[config.mk]
export PLATFORM = sky130hd
export DESIGN_NAME = sink_arbiter
export DESIGN_NICKNAME = d
export VERILOG_FILES = /design/src/rtl/sink_arbiter_pkg.sv /design/src/rtl/sink_arbiter_rr_pick.sv /design/src/rtl/sink_arbiter.sv
export SDC_FILE = /design/constraint.sdc
export NUM_CORES = 1
export LEC_CHECK = 0
export CORE_ASPECT_RATIO = 0.6
export CORE_MARGIN = 3
export CORE_UTILIZATION = 30
export CTS_BUF_LIST = sky130_fd_sc_hd__clkbuf_8
export DETAILED_ROUTE_END_ITERATION = 6
export HOLD_SLACK_MARGIN = 0.05
export PLACE_DENSITY = 0.88
export SETUP_SLACK_MARGIN = 0.4
export SLEW_MARGIN = 20
export SYNTH_ARGS = -nofsm -noshare
export SYNTH_HDL_FRONTEND = slang
export SYNTH_SLANG_ARGS = --single-unit
[constraint.sdc]
create_clock -name clk -period 5.1 [get_ports clk]
set_input_delay 1.02 -clock clk [delete_from_list [all_inputs] [get_ports clk]]
set_output_delay 1.02 -clock clk [all_outputs]
set_load 0.005 [all_outputs]
[src/rtl/sink_arbiter_pkg.sv]
// Shared definitions for sink_arbiter: default flit width, stats window width and index-width helper.
`ifndef ADDR_SZ
`define ADDR_SZ 8
`endif

package sink_arbiter_pkg;

    localparam int DEFAULT_WINDOW_W = 26;

    // Bits needed to index n items; equals $clog2(n) for n >= 2.
    function automatic int idx_w(input int n);
        int w;
        w = 1;
        while ((1 << w) < n) w++;
        return w;
    endfunction

endpackage

[src/rtl/sink_arbiter_rr_pick.sv]
// Round-robin pick: lowest eligible index at or after ptr_i, searched over a doubled request vector.
module rr_pick #(
    parameter int N_PORTS = 4,
    parameter int PW      = 2
) (
    input  logic [N_PORTS-1:0] elig_i,
    input  logic [PW-1:0]      ptr_i,
    output logic               any_o,
    output logic [PW-1:0]      winner_o
);

    localparam int JW = PW + 1;

    logic [2*N_PORTS-1:0] dbl;
    logic [JW-1:0]        first;

    always_comb begin
        dbl = {elig_i, elig_i};
        // Bits below ptr in the lower copy are searched via the upper copy instead.
        for (int i = 0; i < 2*N_PORTS; i++) begin
            if (i < int'(ptr_i)) dbl[i] = 1'b0;
        end
        first = '0;
        for (int i = 2*N_PORTS-1; i >= 0; i--) begin
            if (dbl[i]) first = JW'(i);
        end
        winner_o = (first >= JW'(N_PORTS)) ? PW'(first - JW'(N_PORTS)) : PW'(first);
        any_o    = |elig_i;
    end

endmodule

[src/rtl/sink_arbiter.sv]
// Round-robin arbiter sharing one sink flit input among N_PORTS requesters.
// Optional per-port windowed grant counters are built when SINK_ARB_STATS_EN is defined.
`ifndef ADDR_SZ
`define ADDR_SZ 8
`endif

module sink_arbiter
    import sink_arbiter_pkg::*;
#(
    parameter int N_PORTS  = 4,
    parameter int DATA_W   = `ADDR_SZ,
    parameter int WINDOW_W = DEFAULT_WINDOW_W
) (
    input  logic                         clk,
    input  logic                         reset,
    input  logic                         en,
    input  logic [N_PORTS-1:0]           req,
    input  logic [N_PORTS*DATA_W-1:0]    data_in,
    output logic [N_PORTS-1:0]           ack,
    output logic                         sink_req,
    output logic [DATA_W-1:0]            sink_data,
    input  logic                         sink_busy,
    output logic [N_PORTS*WINDOW_W-1:0]  grant_count
);

    localparam int PW = idx_w(N_PORTS);

    logic [PW-1:0]      ptr_q, ptr_d, winner;
    logic               any, issue;
    logic [N_PORTS-1:0] elig, ack_q, ack_d;
    logic               sink_req_q;
    logic [DATA_W-1:0]  sink_data_q, sink_data_d;

    rr_pick #(.N_PORTS(N_PORTS), .PW(PW)) u_pick (
        .elig_i   (elig),
        .ptr_i    (ptr_q),
        .any_o    (any),
        .winner_o (winner)
    );

    always_comb begin
        // A port acked this cycle is still holding the same flit, so mask it.
        elig        = req & ~ack_q;
        issue       = en & ~sink_busy & any;
        ack_d       = '0;
        ptr_d       = ptr_q;
        sink_data_d = sink_data_q;
        if (issue) begin
            ack_d[winner] = 1'b1;
            ptr_d         = (winner == PW'(N_PORTS-1)) ? '0 : winner + 1'b1;
            for (int i = 0; i < N_PORTS; i++) begin
                if (winner == PW'(i)) sink_data_d = data_in[i*DATA_W +: DATA_W];
            end
        end
    end

    always_ff @(posedge clk or posedge reset) begin
        if (reset) begin
            ack_q       <= '0;
            sink_req_q  <= 1'b0;
            sink_data_q <= '0;
            ptr_q       <= '0;
        end else begin
            ack_q       <= ack_d;
            sink_req_q  <= issue;
            sink_data_q <= sink_data_d;
            ptr_q       <= ptr_d;
        end
    end

    assign ack       = ack_q;
    assign sink_req  = sink_req_q;
    assign sink_data = sink_data_q;

`ifdef SINK_ARB_STATS_EN
    logic [WINDOW_W-1:0]               sampler_q;
    logic [N_PORTS-1:0][WINDOW_W-1:0]  running_q, count_q;

    // The ack seen in the window's last cycle is folded into that window's result.
    always_ff @(posedge clk or posedge reset) begin
        if (reset) begin
            sampler_q <= '0;
            running_q <= '0;
            count_q   <= '0;
        end else if (&sampler_q) begin
            sampler_q <= '0;
            for (int i = 0; i < N_PORTS; i++) begin
                count_q[i]   <= running_q[i] + WINDOW_W'(ack_q[i]);
                running_q[i] <= '0;
            end
        end else begin
            sampler_q <= sampler_q + 1'b1;
            for (int i = 0; i < N_PORTS; i++) begin
                running_q[i] <= running_q[i] + WINDOW_W'(ack_q[i]);
            end
        end
    end

    assign grant_count = count_q;
`else
    assign grant_count = '0;
`endif

endmodule

==> results.py <==
metrics = {
    "worst_setup_path": {
        "cp_data_arrival_time_ns": 3.40,
        "path_depth": 10,
        "cp-end-kind": "register",
        "critPathSlowestCell": "clkdlybuf4s50_1",
        "crit_family": "compound AO/OA/AOI/OAI gates",
        "r2r_slack_ns": 2.58,
        "r2r_cells": 8,
        "r2r-end": "sink_data[1]",
        "worstSetupStartpointType": "input pin",
        "worstReg2RegStart": "ack[3]",
        "path_common_cell": "mux2i_1",
        "worstPathCellList": "clkdlybuf4s50_1 -> nand3b_1 -> a21boi_0 -> o21a_1 -> a21o_1 -> ha_1 -> mux2i_1 -> o21ai_0 -> mux2i_1 -> a21oi_2",
        "cp.required_ns": 5.20,
        "critPathKind": "input pin to register",
        "critPathMaxStageDelay_ns": 0.53,
        "path_buf_inv": 1,
        "cp_max_fo": 9,
    },
    "yosys": {
        "ys.flop_type": "dfrtp_1",
        "synth_most_common_cell": "buf_4",
        "yosysSeqAreaShare_pct": 21.0,
        "synth.distinct_cells": 28,
        "synth_common_cells": "buf_4 (104), mux2i_1 (16), dfrtp_1 (15), o21ai_0 (10)",
        "synth.largest_area_cell": "buf_4",
        "ys_warn_count": 0,
        "synth_seq_cells": 15,
        "synth_top_cell_area_share_pct": 43.7,
        "synthAdderAreaFrac_pct": 2.80,
        "synth.area.mux_share_pct": 9.59,
        "synth-edff-count": 0,
        "avgSynthCellArea_um2": 8.68,
        "async_reset_ff_share_pct": 100,
        "ys_top_cells_by_area": "buf_4 (44%), dfrtp_1 (21%), mux2i_1 (9.0%)",
        "post_synth_instance_area_um2": 1790,
        "synth_compound_area_share_pct": 10.8,
        "synth_xor_area_share_pct": 0,
        "yosys.area_share.simple_pct": 8.96,
        "postSynthCellCount": 206,
        "synth_top_family_by_area": "buffers and inverters",
    },
    "cts": {
        "postCtsSetupBuffers": 0,
        "htree_levels": 1,
        "cts_buffers": 3,
        "cts.sink_count": 15,
        "ctsHoldBuffers": 0,
        "path_clk_slew_ns": 0.06,
        "cts_tree": "yes",
        "clock_path_buffers": 2,
        "root_buffer": "clkbuf_8",
        "clkLatencyLatePin_ns": 0.24,
        "cts_resized": 0,
    },
    "die": {
        "start_util_pct": 31.5,
        "core_area_um2": 5680,
        "dieArea_um2": 6950,
        "die_h_um": 65.8,
        "rows": 21,
        "die_x_um": 106,
        "top_level_ports": 157,
    },
    "timing": {
        "max_freq_ghz": 0.303,
        "skew_ns": 0.00168,
        "finalCritPeriodShare_pct": 64.7,
        "rsz0062_at_grt": "no",
        "period_minus_slack_ns": 3.30,
        "final_hold_viol_count": 0,
        "setup_violations": 0,
        "slew_viol_final": 0,
        "setup_tns_ns": 0,
        "slew-limit-headroom_pct": 48.7,
        "worst_slew_pin_slew_ns": 0.767,
    },
    "placed_design": {
        "dpl_cell_area_um2": 1970,
        "dpl.hpwl_mm": 3.06,
        "io_buffers": 52,
        "gp_congestion": 0.706,
    },
    "outcome": {
        "outcome": "finished, final reports clean",
    },
    "detailed_routing": {
        "drt_iter0_drc": 17,
        "drt_wl_total_mm": 3.48,
        "post_drt_wl_per_cell_um": 10.4,
        "num_vias": 1073,
        "firstDrtPassIters": 2,
        "ant_nets": 0,
        "drc": 0,
        "vias_per_cell": 3.20,
    },
    "final_layout": {
        "finalNetCount": 300,
        "stdcell_area_um2": 2030,
        "synthToLayoutAreaGrowth_pct": 13.5,
        "fill_cells": 608,
        "antenna_cells": 0,
        "drive_above_1_share_pct": 6.27,
    },
    "global_routing": {
        "grt_pass1_vias": 887,
        "grtUsageTotal_pct": 8.73,
        "overflow": 0,
        "grt_max_degree": 26,
        "grt_pass1_wl_mm": 4.71,
        "grt_antenna_before_repair": 0,
    },
    "worst_hold_path": {
        "hold_depth": 2,
        "hold_start": "sink_data[0]",
        "holdPathEnd": "sink_data[0]",
        "min_path_type": "register to register",
    },
    "power": {
        "p_per_area_nw_per_um2": 281,
        "p_leak_nw": 0.969,
        "peakVddDrop_mv": 0.0893,
    },
    "job": {
        "cap_violations": 0,
    },
}
==> power breakdown <==
part	internal, W	switching [W]
logic	0.000156	0.000150
clock network	0.0000532	0.0000394
registers	0.000152	0.0000212
total	0.000361	0.000210
==> routing by layer <==
layer  wire length [µm]  track usage [%]
met5                  0                0
met4                 49             3.88
met3                226             1.85
met2               1730             13.6
met1               1480             11.7
==> cell families (layout without fill, tap and decap cells) <==
| group | count (synthesis) | in the layout |
|---|---|---|
| adders and majority gates | 4 | 4 |
| DFF | 15 | 15 |
| other | 1 | 104 |
| muxes | 17 | 17 |
| AOI/OAI and AO/OA | 26 | 26 |
| buffers and inverters | 113 | 59 |
| and+or+nand+nor | 30 | 30 |
==> cell type report <==
cell class / instances / area, µm² / share of cell area [%]
timing repair buffer: 52 / 520 / 25.6
tap: 80 / 100 / 4.93
inverter: 3 / 11.3 / 0.555
clock inverter: 1 / 3.75 / 0.185
clock buffer: 3 / 41.3 / 2.03
multi-input combinational: 181 / 977 / 48.2
sequential: 15 / 375 / 18.5
==> worst register-to-register path, stage by stage (launching register included) <==
cell	delay, ns
dfrtp_1	0.38
nand2b_1	0.21
o21ai_0	0.27
o221a_4	0.26
ha_1	0.54
mux2i_1	0.31
o21ai_0	0.13
mux2i_1	0.19
a21oi_2	0.07
==> worst max path at each step <==
stage	startpoint	to	slack [ns]
CTS	req[0]	sink_data[2]	1.78
finish	req[0]	sink_data[1]	1.80
global placement	req[0]	sink_data[6]	1.53
global route	req[0]	sink_data[2]	1.52
floorplan	req[2]	sink_data[0]	2.46
detailed placement	req[0]	sink_data[2]	1.53
==> registers in the layout, indices dropped and copies added, names as in the netlist <==
signal     count
sink_data      8
sink_req       1
ack            4
ptr_q          2
==> cell usage in the layout, fill, tap and decap left out, types with 2 or more instances in the layout <==
cell type	count
nor2_1	9
ha_1	4
a21oi_1	2
nand2b_4	2
o21ai_0	10
nand2_1	9
and2_1	4
inv_1	4
nand2b_1	3
clkdlybuf4s50_1	52
dfrtp_1	15
a21oi_2	8
mux2i_1	16
conb_1	104
clkbuf_8	3
==> per-stage QoR <==
stage / instances / hold WS (ns) / setup WS (ns) / util, % / power [W]
2_1_floorplan: 309 / 0.512 / 2.46 / - / 0.000418
3_3_place_gp: 331 / 0.501 / 1.53 / 34.8 / 0.000474
3_5_place_dp: 331 / 0.512 / 1.53 / 34.8 / 0.000480
4_1_cts: 335 / 0.525 / 1.78 / 35.6 / 0.000575
5_1_grt: 335 / 0.557 / 1.52 / 35.8 / 0.000621
6_report: 335 / 0.518 / 1.80 / 35.8 / 0.000571
Note: power is estimated with default switching activity, not from simulation.
